### src/rtl/mem_stage_access.sv
// mem_stage_access
//   MEM-stage data-memory access unit between the EX/MEM and MEM/WB registers.
//   Issues byte/half/word loads and stores over a req/ack handshake to a
//   variable-latency data memory. While an access is in flight it stalls the
//   pipeline. Load data is returned lane-extracted and sign- or zero-extended.
//   Misaligned accesses and memory timeouts are flagged.
//
//   Parameters
//     MAX_WAIT       REQ cycles without Mem_Ack before the access is aborted (1..255)
//   Ports
//     Clock, Reset   rising-edge clock, synchronous active-high reset
//     MemRead_In     load request from EX/MEM
//     MemWrite_In    store request from EX/MEM (wins over MemRead_In)
//     MemSize_In     00 word, 01 half, 10 byte, 11 word
//     MemSigned_In   sign-extend (1) or zero-extend (0) loads
//     Address_In     byte address
//     WriteData_In   store data in the low bits
//     Mem_Req/We/Addr/BE/WData  registered memory request, held until ack/timeout
//     Mem_RData, Mem_Ack        memory response, RData valid with the Ack pulse
//     Stall_Out      combinational pipeline hold
//     ReadData_Out   registered load result, valid in the DONE cycle
//     Misaligned_Out combinational misalignment flag (IDLE only)
//     Timeout_Out    registered one-cycle abort pulse
module mem_stage_access #(
  parameter int unsigned MAX_WAIT = 255
) (
  input  logic        Clock,
  input  logic        Reset,
  input  logic        MemRead_In,
  input  logic        MemWrite_In,
  input  logic [1:0]  MemSize_In,
  input  logic        MemSigned_In,
  input  logic [31:0] Address_In,
  input  logic [31:0] WriteData_In,
  output logic        Mem_Req,
  output logic        Mem_We,
  output logic [31:0] Mem_Addr,
  output logic [3:0]  Mem_BE,
  output logic [31:0] Mem_WData,
  input  logic [31:0] Mem_RData,
  input  logic        Mem_Ack,
  output logic        Stall_Out,
  output logic [31:0] ReadData_Out,
  output logic        Misaligned_Out,
  output logic        Timeout_Out
);

  typedef enum logic [1:0] {IDLE, REQ, DONE} state_t;

  localparam logic [7:0] LAST_WAIT = 8'(MAX_WAIT - 1);

  state_t      state, state_next;
  logic        access, misaligned, start, wait_expired;
  logic [7:0]  wait_cnt;
  logic [1:0]  off_q, size_q;
  logic        signed_q;
  logic [3:0]  be_next;
  logic [31:0] wdata_next, load_data;
  logic [7:0]  lane_b;
  logic [15:0] lane_h;

  assign access       = MemRead_In | MemWrite_In;
  assign start        = (state == IDLE) && access && !misaligned;
  assign wait_expired = (wait_cnt == LAST_WAIT);

  always_comb begin
    misaligned = 1'b0;
    case (MemSize_In)
      2'b01:   misaligned = Address_In[0];
      2'b10:   misaligned = 1'b0;
      default: misaligned = |Address_In[1:0];
    endcase
  end

  always_comb begin
    state_next     = state;
    Stall_Out      = 1'b0;
    Misaligned_Out = 1'b0;
    case (state)
      IDLE: begin
        Misaligned_Out = access & misaligned;
        if (start) begin
          state_next = REQ;
          Stall_Out  = 1'b1;
        end
      end
      REQ: begin
        Stall_Out = 1'b1;
        if (Mem_Ack || wait_expired) state_next = DONE;
      end
      DONE:    state_next = IDLE;
      default: state_next = IDLE;
    endcase
  end

  // Store lanes are replicated so the memory can pick whichever lane BE selects.
  always_comb begin
    be_next    = 4'hF;
    wdata_next = WriteData_In;
    case (MemSize_In)
      2'b10: begin
        be_next    = 4'b0001 << Address_In[1:0];
        wdata_next = {4{WriteData_In[7:0]}};
      end
      2'b01: begin
        be_next    = Address_In[1] ? 4'b1100 : 4'b0011;
        wdata_next = {2{WriteData_In[15:0]}};
      end
      default: begin
        be_next    = 4'hF;
        wdata_next = WriteData_In;
      end
    endcase
    if (!MemWrite_In) be_next = 4'hF;
  end

  always_comb begin
    lane_b    = Mem_RData[{off_q, 3'b000} +: 8];
    lane_h    = Mem_RData[{off_q[1], 4'b0000} +: 16];
    load_data = Mem_RData;
    case (size_q)
      2'b10:   load_data = {{24{signed_q & lane_b[7]}}, lane_b};
      2'b01:   load_data = {{16{signed_q & lane_h[15]}}, lane_h};
      default: load_data = Mem_RData;
    endcase
  end

  always_ff @(posedge Clock) begin
    if (Reset) state <= IDLE;
    else       state <= state_next;
  end

  always_ff @(posedge Clock) begin
    if (Reset) begin
      Mem_Req      <= 1'b0;
      Mem_We       <= 1'b0;
      Mem_Addr     <= '0;
      Mem_BE       <= '0;
      Mem_WData    <= '0;
      ReadData_Out <= '0;
      Timeout_Out  <= 1'b0;
      wait_cnt     <= '0;
      off_q        <= '0;
      size_q       <= '0;
      signed_q     <= 1'b0;
    end else begin
      case (state)
        IDLE: begin
          if (start) begin
            Mem_Req   <= 1'b1;
            Mem_We    <= MemWrite_In;
            Mem_Addr  <= {Address_In[31:2], 2'b00};
            Mem_BE    <= be_next;
            Mem_WData <= wdata_next;
            wait_cnt  <= '0;
            off_q     <= Address_In[1:0];
            size_q    <= MemSize_In;
            signed_q  <= MemSigned_In;
          end
        end
        REQ: begin
          if (Mem_Ack) begin
            Mem_Req <= 1'b0;
            Mem_We  <= 1'b0;
            if (!Mem_We) ReadData_Out <= load_data;
          end else if (wait_expired) begin
            Mem_Req      <= 1'b0;
            Mem_We       <= 1'b0;
            ReadData_Out <= '0;
            Timeout_Out  <= 1'b1;
          end else begin
            wait_cnt <= wait_cnt + 8'd1;
          end
        end
        DONE: begin
          ReadData_Out <= '0;
          Timeout_Out  <= 1'b0;
        end
        default: ;
      endcase
    end
  end

endmodule
### config.mk
export PLATFORM = sky130hd
export DESIGN_NAME = mem_stage_access
export DESIGN_NICKNAME = d
export VERILOG_FILES = /design/src/rtl/mem_stage_access.sv
export SDC_FILE = /design/constraint.sdc
export NUM_CORES = 1
export LEC_CHECK = 0
export BUFFER_PORTS_ARGS = -buffer_cell sky130_fd_sc_hd__clkbuf_2
export CAP_MARGIN = 25
export CORE_ASPECT_RATIO = 1.75
export CORE_MARGIN = 2
export CORE_UTILIZATION = 35
export CTS_CLUSTER_SIZE = 25
export DETAILED_ROUTE_END_ITERATION = 7
export GPL_ROUTABILITY_DRIVEN = 0
export SLEW_MARGIN = 20
export SYNTH_ARGS = -nofsm -noshare
export SYNTH_HDL_FRONTEND = slang
export SYNTH_SLANG_ARGS = --single-unit
export TNS_END_PERCENT = 30
### constraint.sdc
create_clock -name Clock -period 2 [get_ports Clock]
set_input_delay 0.2 -clock Clock [delete_from_list [all_inputs] [get_ports Clock]]
set_output_delay 0.2 -clock Clock [all_outputs]
set_load 0.03 [all_outputs]
* Word-level counts from Yosys, hierarchy flattened
Cells that the tools add are included.
Word-level totals: register bits after elaboration 116, input bits 104, output and inout port bits 105, word-level logic and storage cells 77
Cells by class: add/subtract/negate cells 1, equal/unequal tests 14, shift operators 3, mux-type cells 29, bitwise operators 4, reduce and logical (&&, ||, !) cells 14
Operator list (count):
- $pmux W32 S2 | 3
- $mux W32 | 3
- $shiftx A32 B6 Y16 | 1
- $shiftx A32 B6 Y8 | 1
- $mux W8 | 3
- $pmux W8 S2 | 1
- $ne A2 B2 Y1 const B | 5
- $pmux W1 S2 | 5
- $reduce_and A3 Y1 | 3
- $add A8 B1 Y8 const B | 1
- $eq A8 B8 Y1 const B | 1
- $mux W1 | 8
- $mux W4 | 2
- $pmux W4 S2 | 1
- $eq A2 B1 Y1 const B | 3
- $eq A2 B2 Y1 const B | 3
- $ne A3 B3 Y1 const B | 2
- $mux W2 | 2
- $pmux W2 S2 | 1
- $reduce_and A2 Y1 | 2
- $reduce_and A4 Y1 | 1
- $reduce_bool A2 Y1 | 2
- $shl A1 B2 Y4 const A | 1
- $and A1 B1 Y1 | 3
- 6 further kinds | 7

* Depth between registers and ports, before layout
Gate-level depths: netlist of the first run.
depth in word-level cells 6, mapped depth 10, mapped depth without buffers 6

* Worst setup path after synthesis of the first run
Ideal clock, no wire load.
path kind register to register, start reg state[1], end reg ReadData_Out[22], library setup time 122 ps, arrival 1793 ps, required time 1878 ps, slack 86 ps, stages on the path, launching flop included 11, path buffers 4, clock period less this slack 1914 ps, cell sequence dfxtp_1 -> inv_1 -> ha_1 -> buf_6 -> and4bb_4 -> and2_4 -> buf_6 -> and4_4 -> buf_6 -> buf_8 -> a221o_1
Between the ends: cells in the longest elaborated chain, start to end 3, elaborated cells between the ends (all ways) 7, classes of those cells eq/ne: 4; mux: 1; reduce/logical: 2
Ends and longest elaborated chain:
- from (decl) | line 52 | state_t state, state_next;
- from (signal assigned) | line 130 | else state <= state_next;
- $eq A2 B1 Y1 / $eq A2 B2 Y1 (equally long branches) | line 147 | case (state)
- $ne A3 B3 Y1 (no source line) / $reduce_bool A2 Y1 (equally long branches)
- $reduce_and A3 Y1 (no source line)
- to (signal assigned) | line 165 | if (!Mem_We) ReadData_Out <= load_data;
- to (decl) | line 43 | output logic [31:0] ReadData_Out,
Several ways; a longest one is shown, not always the timed one. A chain may end at the register's enable or synchronous reset.

* Worst setup path in the final report of the first run
start reg state[1], end out Stall_Out
Between the ends: cells in the longest elaborated chain, start to end 5, elaborated cells between the ends (all ways) 6, classes of those cells eq/ne: 1; mux: 2; reduce/logical: 3
Ends and longest elaborated chain:
- $logic_not A2 Y1 | line 63, 79
- $logic_and A1 B1 Y1 (2 in a row) | line 63 | assign start = (state == IDLE) && access && !misaligned;
- $mux W1 | line 82 | if (start) begin
- $pmux W1 S2 * | line 79 | case (state)
- to (decl) | line 42 | output logic Stall_Out,
Mark *: on every way between the ends. The rest lies on a longest branch, timed or not.

==> results of run 1 <==
sequential cells by signal, summed over array words and instances, names as in the netlist:
register / count
state: 2
size_q: 2
Mem_Addr: 30
signed_q: 1
Mem_Req: 1
off_q: 2
wait_cnt: 8
Mem_BE: 4
ReadData_Out: 32
Mem_We: 1
Mem_WData: 32
Timeout_Out: 1
synth_stat cells (all sizes together), types with 2 or more instances:
cell type | number | area, µm²
nand2 | 142 | 533
dfxtp | 116 | 2320
a21oi | 96 | 480
buf | 30 | 189
inv | 30 | 113
clkbuf | 24 | 90.1
a221o | 23 | 231
o21ai | 20 | 115
nor2 | 15 | 56.3
a311oi | 12 | 105
a221oi | 9 | 78.8
ha | 9 | 113
nand3b | 9 | 67.6
o21a | 9 | 67.6
o2bb2ai | 8 | 70.1
a211oi | 7 | 52.6
mux2 | 7 | 78.8
nor2b | 7 | 43.8
o211ai | 7 | 52.6
nand3 | 6 | 30.0
or4 | 6 | 45.0
o31ai | 5 | 37.5
mux2i | 4 | 40.0
nand2b | 4 | 25.0
a31oi | 3 | 18.8
and2 | 3 | 21.3
a21boi | 2 | 18.8
and3 | 2 | 12.5
nand4 | 2 | 12.5
nor4 | 2 | 12.5
o221ai | 2 | 17.5
o22ai | 2 | 12.5
power by group:
part | switching [mW] | total (mW) | leakage, nW | internal, mW
Sequential | 0.116 | 2.62 | 0.947 | 2.51
Combinational | 1.10 | 1.66 | 1.94 | 0.567
Clock | 1.16 | 3.17 | 0.290 | 2.01
area by class of cell:
type	count	area, µm²	area share [%]
multi-input combinational	437	2590	35.4
sequential	116	2320	31.7
timing repair buffer	247	1440	19.7
clock buffer	18	439	6.00
tap	183	229	3.13
clock inverter	14	178	2.43
inverter	31	116	1.59
worst register-to-register path: cells and delay by family, from the launching register on:
| kind | cells | cell delay [ps] |
|---|---|---|
| flip-flops | 1 | 350 |
| AO/OA/AOI/OAI | 2 | 570 |
| adder cells (fa/ha/maj) | 1 | 220 |
| AND/OR/NAND/NOR | 2 | 560 |
| buffers and inverters | 1 | 70 |
kinds of logic after synthesis:
| kind of cell | Yosys count | synth area share, % |
|---|---|---|
| DFF | 116 | 44.0 |
| other | 1 | 0.0710 |
| muxes | 11 | 2.25 |
| buffers and inverters | 85 | 7.49 |
| and+or+nand+nor | 204 | 17.3 |
| adders and majority gates | 9 | 2.13 |
| AOI/OAI and AO/OA | 211 | 26.8 |
final timing paths:
| check | slack, ps | start | cells after the start | end |
|---|---|---|---|---|
| min reg2reg | 450 | Mem_WData[27] | 2 | Mem_WData[27] |
| min | 20 | Mem_RData[6] | 2 | ReadData_Out[6] |
| max | 90 | state[1] | 6 | Stall_Out |
| max reg2reg | 170 | state[0] | 6 | ReadData_Out[0] |
layer usage:
layer / vias to the layer above / part of all wire (%) / routed length [µm] / GRT usage [%]
li1: 2687 / - / - / -
met2: 190 / 53 / 8860 / 36.6
met5: - / 0 / 0 / 0
met3: 22 / 6.7 / 1130 / 6.04
met4: 0 / 1.6 / 261 / 6.80
met1: 2488 / 39 / 6450 / 22.3
through the flow:
stage	setup slack [ps]	instance area [µm²]	hold WS [ps]
final	94.8	7310	15.4
after global placement	157	6470	423
after CTS	2.82	7300	0.236
after detailed placement	114	6470	431
after floorplan	85.7	5280	336
after global routing	9.67	7310	3.98
repair_timing:
| action | in CTS | in global routing |
|---|---|---|
| gates resized for setup | 2 | 4 |
| endpoints found under the hold margin | 21 | 0 |
| hold buffers | 21 | 0 |
| setup endpoints to repair | 1 | 24 |
| buffers inserted | 0 | 0 |
==> reports/summary.txt, run 1 <==
Status -> finished, final reports clean
Yosys warning count -> 0
Antenna Nets Post-Route -> 0
Initial DRC Count -> 169
Cell family with most CP delay -> flip-flops
Syn-to-layout area delta -> 38.5%
Worst-path clk slew -> 60 ps
Post-Route WL -> 16700 µm
Root Buffer -> clkbuf_16
I/O Buffers -> 206
Sequential share of the synthesized area -> 44.0%
Most frequent cells in the layout -> clkbuf_2 (204), nand2_1 (142), dfxtp_1 (116)
WP data arrival -> 1710 ps
LEAKAGE -> 3.18 nW
Final setup viols -> 0
Die width -> 96.8 µm
Placed cell count -> 993
CTS H-tree lvls -> 4
CTS tree -> done
Congestion Overflow GR -> 0
Register bit count reported by yosys -> 116
Tmin final -> 1910 ps
Initial antenna violation count -> 0
Finished Layout Cells -> 1046
Clock buffer depth -> 2
DIE HEIGHT -> 166 µm
Period utilization -> 95.3%
Routed WL per cell -> 16.0 µm
Ant. Diodes -> 0
Post-synth EDFFs -> 0
Avg Cell Area, Syn -> 8.29 µm²
Crit Path Class -> reg -> out
Fill count -> 1476
Most common cell after layout, fill and taps aside -> clkbuf_2
Number of global-route vias before repair -> 5134
Max Transition Viols Final -> 0
Layout Skew -> 6.61 ps
Core Util, Final -> 49.3%
Type of origin of the critical path -> register
Max-cap violations -> 0
Skew-Pair Late Insertion Delay -> 410 ps
Crit-path max cell delay -> 320 ps
Largest net degree at the start of global routing -> 61
Worst-path fanout max -> 6
Sink Count -> 116
Top FF cell, synth -> dfxtp_1
Synth cell types -> 55
WP buf/inv -> 2
Ys async rst share -> 0%
Total core area -> 14800 µm²
Final Net Count -> 963
F_max -> 0.525 GHz
Synthesized netlist cell count -> 637
Initial core utilization -> 35.6%
Setup TNS -> 0 ps
Worst Setup End Kind -> output pin
Share of post-route cells with drive strength above 1 -> 32.7%
Sequence of cells on the critical path -> inv_1, ha_1, o21a_2, nand3_2, nand2_1, clkbuf_2
RSZ-0062 raised after global routing -> no
DR vias -> 5387
Peak VDD IR -> 0.000566 V
IO Pins -> 209
GRT Util Overall -> 20.2%
CTS Buf Count -> 17
Fin. Hold Viols -> 0
Req. time, crit path -> 1800 ps
Mapped Area -> 5280 µm²
Worst Max-Slew Pin Slew -> 651 ps
Critical-path top delay cell -> dfxtp_1
Residual DRC count -> 0
Global-route wire length before repair -> 26400 µm
Power Density -> 1020 nW/µm²
Die Area -> 16100 µm²
Hpwl dp -> 12200 µm
Average vias per placed instance -> 5.15
Min-Delay Path Class -> in -> reg
Rel. slew slack -> 56.6%
Power Total -> 7.46 mW
Drt first pass iters -> 7
Row count -> 59
(Power assumes the default switching activity.)
==> inputs of run 2 (changes only) <==
--- a/config.mk
+++ b/config.mk
@@ -13,5 +13,4 @@
 export CTS_CLUSTER_SIZE = 25
 export DETAILED_ROUTE_END_ITERATION = 7
-export GPL_ROUTABILITY_DRIVEN = 0
 export SLEW_MARGIN = 20
 export SYNTH_ARGS = -nofsm -noshare
==> constraint.sdc (replaced) <==
create_clock -name Clock -period 1.8 [get_ports Clock]
set_input_delay 0.09 -clock Clock [delete_from_list [all_inputs] [get_ports Clock]]
set_output_delay 0.09 -clock Clock [all_outputs]
set_load 0.03 [all_outputs]
==> reports/summary.txt, run 2 (synthesis results as in run 1) <==
Fin. Hold Viols -> 0
IO Pins -> 209
CTS Buf Count -> 17
Power Density -> 1050 nW/µm²
GPL Wtd Cong -> 0.837
Top flop regs -> Mem_WData: 32 flops, ReadData_Out: 32 flops, Mem_Addr: 30 flops
Most frequent cells in the layout -> clkbuf_2 (203), nand2_1 (141), dfxtp_1 (114)
Tmin final -> 1750 ps
Root Buffer -> clkbuf_16
Rel. slew slack -> 56.7%
Largest net degree at the start of global routing -> 59
Critical-path top delay cell -> dfxtp_2
Average vias per placed instance -> 5.06
Status -> finished, final reports clean
Final Net Count -> 1035
Max-cap violations -> 0
Logic gate share of total power -> 24.2%
Wire length on met3 -> 854 µm
Req. time, crit path -> 1710 ps
Sequence of cells on the critical path -> inv_2, ha_4, o21a_1, buf_4, nand3_4, nand2_2, clkbuf_8
Peak VDD IR -> 0.000597 V
Top Metal Used -> met4
Worst-path fanout max -> 4
Congestion Overflow GR -> 0
WP data arrival -> 1660 ps
Int Power -> 5.79 mW
CTS tree -> done
LEAKAGE -> 3.51 nW
GRT Util Overall -> 21.6%
Global-route wire length before repair -> 28300 µm
Die Area -> 16100 µm²
Fraction of power spent switching nets -> 31.8%
Row count -> 59
Share of post-route cells with drive strength above 1 -> 32.9%
Post-Route WL -> 17700 µm
Initial core utilization -> 35.6%
Initial antenna violation count -> 0
R2r setup slk -> 70 ps
F_max -> 0.572 GHz
Period utilization -> 97.1%
Antenna Nets Post-Route -> 0
Setup TNS -> 0 ps
Layout Skew -> 9.63 ps
Clock buffer depth -> 2
Skew-Pair Late Insertion Delay -> 410 ps
Clock network power share -> 41.5%
CTS H-tree lvls -> 4
Met2 WL -> 9740 µm
Routed WL per cell -> 15.8 µm
RSZ-0062 raised after global routing -> yes
Core Util, Final -> 54.4%
Syn-to-layout area delta -> 53.0%
DR vias -> 5654
Total core area -> 14800 µm²
Worst-path clk slew -> 60 ps
Drt first pass iters -> 4
Crit Path Class -> reg -> out
I/O Buffers -> 206
Sink Count -> 116
Min-Delay Path Class -> in -> reg
Sw power -> 2.70 mW
Initial DRC Count -> 213
Crit-path max cell delay -> 330 ps
Number of global-route vias before repair -> 5585
Most common cell after layout, fill and taps aside -> clkbuf_2
Reg power frac -> 34.3%
Met1 wire length -> 6670 µm
DIE HEIGHT -> 166 µm
Type of origin of the critical path -> register
Worst Setup End Kind -> output pin
Hpwl dp -> 12400 µm
Ant. Diodes -> 0
Final setup viols -> 0
Worst Max-Slew Pin Slew -> 650 ps
Residual DRC count -> 0
Max Transition Viols Final -> 0
Die width -> 96.8 µm
-- run 2: per-stage QoR --
| step | area (µm²) | hold WS, ps | setup WS, ps | std cells | total power, mW |
|---|---|---|---|---|---|
| 5_1_grt | 8080 | 12.4 | -23.7 | 1118 | 8.88 |
| 3_5_place_dp | 6590 | 318 | -47.2 | 1007 | 4.83 |
| 4_1_cts | 8040 | 2.82 | 10.0 | 1118 | 8.54 |
| 3_3_place_gp | 6590 | 314 | -14.0 | 1007 | 4.82 |
| 6_report | 8080 | 10.4 | 51.6 | 1118 | 8.49 |
| 2_1_floorplan | 5300 | 226 | -33.3 | 638 | 4.16 |
-- run 2: per-layer routing --
layer  up-vias  global-route usage [%]
met2       181                    40.4
met4         0                    8.63
met1      2612                    23.0
met3        34                    4.87
li1       2827                       -
met5         -                       0
-- run 2: final timing paths --
check,start,endpoint,depth (start not counted)
setup reg to reg,state[1],wait_cnt[6],7
hold reg to reg,Mem_WData[26],Mem_WData[26],2
hold / removal,WriteData_In[5],Mem_WData[5],3
setup / recovery,state[1],Stall_Out,7
-- run 2: area by class of cell --
| cell class | count | area (µm²) |
|---|---|---|
| Fill cell | 1380 | 6760 |
| Multi-Input combinational cell | 437 | 2660 |
| Sequential cell | 116 | 2320 |
| Timing Repair Buffer | 319 | 2140 |
| Clock buffer | 18 | 439 |
| Tap cell | 183 | 229 |
| Clock inverter | 14 | 178 |
| Inverter | 31 | 116 |
-- run 2: power by group through the flow --
stage               sequential, mW  clock [mW]  combinational [mW]
floorplan                     3.34           0               0.818
global placement              2.96           0                1.86
detailed placement            2.96           0                1.86
CTS                           2.91        3.59                2.04
global route                  2.94        3.72                2.22
finish                        2.91        3.53                2.05
-- run 2: worst max-delay path, delay by kind of cell (launching register included) --
family,cells,cell delay [ps]
and+or+nand+nor,2,220
DFF,1,330
adders and majority gates,1,150
AOI/OAI and AO/OA,1,170
buffers and inverters,3,390
-- run 2: timing repair --
action | CTS | global route
endpoints found under the setup margin | 25 | 27
hold endpoints to repair | 77 | 0
hold buffers | 78 | 0
resized for setup | 11 | 11
buffers inserted | 1 | 0
==> inputs of run 3 (changes only) <==
- CORE_UTILIZATION: 35 -> 30
- RECOVER_POWER: not set -> 25
==> reports/summary.txt, run 3 (synthesis results as in run 1) <==
CTS H-tree lvls -> 4
Number of global-route vias before repair -> 5599
Tmin final -> 1750 ps
WP data arrival -> 2040 ps
Most common cell after layout, fill and taps aside -> clkbuf_2
Antenna Nets Post-Route -> 0
Drt first pass iters -> 4
Placement Setup Slack -> -78.4 ps
Worst Slack Setup Final -> 53.3 ps
Cell family with most CP delay -> compound AO/OA/AOI/OAI gates
Average vias per placed instance -> 4.86
Worst-path fanout max -> 24
Period utilization -> 97.0%
Die width -> 104 µm
Hpwl dp -> 12800 µm
Max Transition Viols Final -> 0
Residual DRC count -> 0
Min-Delay Path Class -> in -> reg
GRT Util Overall -> 18.8%
Skew-Pair Late Insertion Delay -> 410 ps
Root Buffer -> clkbuf_16
Initial antenna violation count -> 0
RSZ-0062 raised after global routing -> yes
Largest net degree at the start of global routing -> 55
Hold Slack -> 15.4 ps
DR vias -> 5732
Share of post-route cells with drive strength above 1 -> 27.8%
Worst Setup End Kind -> register
Initial core utilization -> 30.4%
Ant. Diodes -> 0
Die Area -> 18700 µm²
CTS Buf Count -> 17
CTS tree -> done
Layout Skew -> 10.5 ps
Syn-to-layout area delta -> 55.5%
Final setup viols -> 0
IO Pins -> 209
Max-cap violations -> 0
Status -> finished, final reports clean
WP buf/inv -> 1
Crit-path max cell delay -> 380 ps
Post-Route WL -> 18000 µm
Routed WL per cell -> 15.3 µm
Crit Path Class -> reg -> reg
Peak VDD IR -> 0.000609 V
Fill count -> 1690
Power Density -> 1030 nW/µm²
I/O Buffers -> 206
DIE HEIGHT -> 180 µm
Req. time, crit path -> 2090 ps
LEAKAGE -> 3.41 nW
Top flop regs -> Mem_WData: 32 flops, ReadData_Out: 32 flops, Mem_Addr: 30 flops
F_max -> 0.573 GHz
Sequence of cells on the critical path -> nand4_1, o21ai_2, a21oi_2, buf_12, a221o_2
Fin. Hold Viols -> 0
Most frequent cells in the layout -> clkbuf_2 (150), nand2_1 (141), dfxtp_1 (113)
Congestion Overflow GR -> 0
Critical-path top delay cell -> dfxtp_1
Global-route wire length before repair -> 28000 µm
Row count -> 64
Rel. slew slack -> 59.0%
Worst Max-Slew Pin Slew -> 616 ps
Initial DRC Count -> 181
Final Net Count -> 1049
Sink Count -> 116
Worst-path clk slew -> 50 ps
GPL Wtd Cong -> 0.890
Clock buffer depth -> 2
Total core area -> 17400 µm²
Type of origin of the critical path -> register
-- run 3: cell types whose count changed in the layout (fill, tap and decap cells not counted), sizes merged --
cell / delta
buf: +6
clkbuf: +6
dlygate4sd3: +7
clkinvlp: -2
inv: -3
-- run 3: worst paths after layout --
| kind | startpoint | endpoint | slack, ps | cells after the start |
|---|---|---|---|---|
| hold reg to reg | Mem_WData[29] | Mem_WData[29] | 450 | 2 |
| hold / removal | WriteData_In[29] | Mem_WData[29] | 20 | 5 |
| setup / recovery | wait_cnt[4] | ReadData_Out[21] | 50 | 5 |
| setup reg to reg | wait_cnt[4] | ReadData_Out[21] | 50 | 5 |
-- run 3: worst reg2reg max path: stages (launching register included) --
cell,delay [ps]
dfxtp_1,380
nand4_1,260
o21ai_2,330
a21oi_2,110
buf_12,170
a221o_2,380
-- run 3: area by class of cell --
class / count / area [µm²] / area share, %
Tap cell: 231 / 289 / 3.52
Timing Repair Buffer: 333 / 2210 / 26.9
Clock buffer: 23 / 488 / 5.94
Multi-Input combinational cell: 437 / 2660 / 32.4
Clock inverter: 9 / 125 / 1.52
Sequential cell: 116 / 2330 / 28.3
Inverter: 31 / 116 / 1.42
-- run 3: what timing repair did --
item / CTS / global route
hold buffers: 85 / 0
pin swaps: 0 / 4
setup endpoints to repair: 2 / 24
setup buffers: 0 / 0
resized for setup: 9 / 19
hold endpoints to repair: 86 / 0
cloned: 0 / 1
-- run 3: metal layers --
layer  global-route usage, %  up-vias  routed length, µm
met4                    11.1        0                834
met2                    35.3      196               9660
met3                    4.28       51                773
li1                        -     2847                  -
met5                       0        -                  0
met1                    18.3     2638               6730
-- run 3: power breakdown --
part / internal [mW] / total (mW) / switching (mW)
Clock: 2.31 / 3.50 / 1.19
Sequential: 2.79 / 2.91 / 0.124
Combinational: 0.789 / 2.08 / 1.29
-- run 3: through the flow --
stage / instance area [µm²] / power [mW] / setup TNS (ps) / utilization, % / instances
finish: 8210 / 8.49 / 0 / 47.2 / 1180
global route: 8210 / 8.87 / -173 / 47.2 / 1180
CTS: 8200 / 8.55 / 0 / 47.2 / 1179
detailed placement: 6710 / 4.86 / -211 / 38.6 / 1062
global placement: 6710 / 4.84 / 0 / 38.6 / 1062
floorplan: 5300 / 4.16 / -333 / - / 638
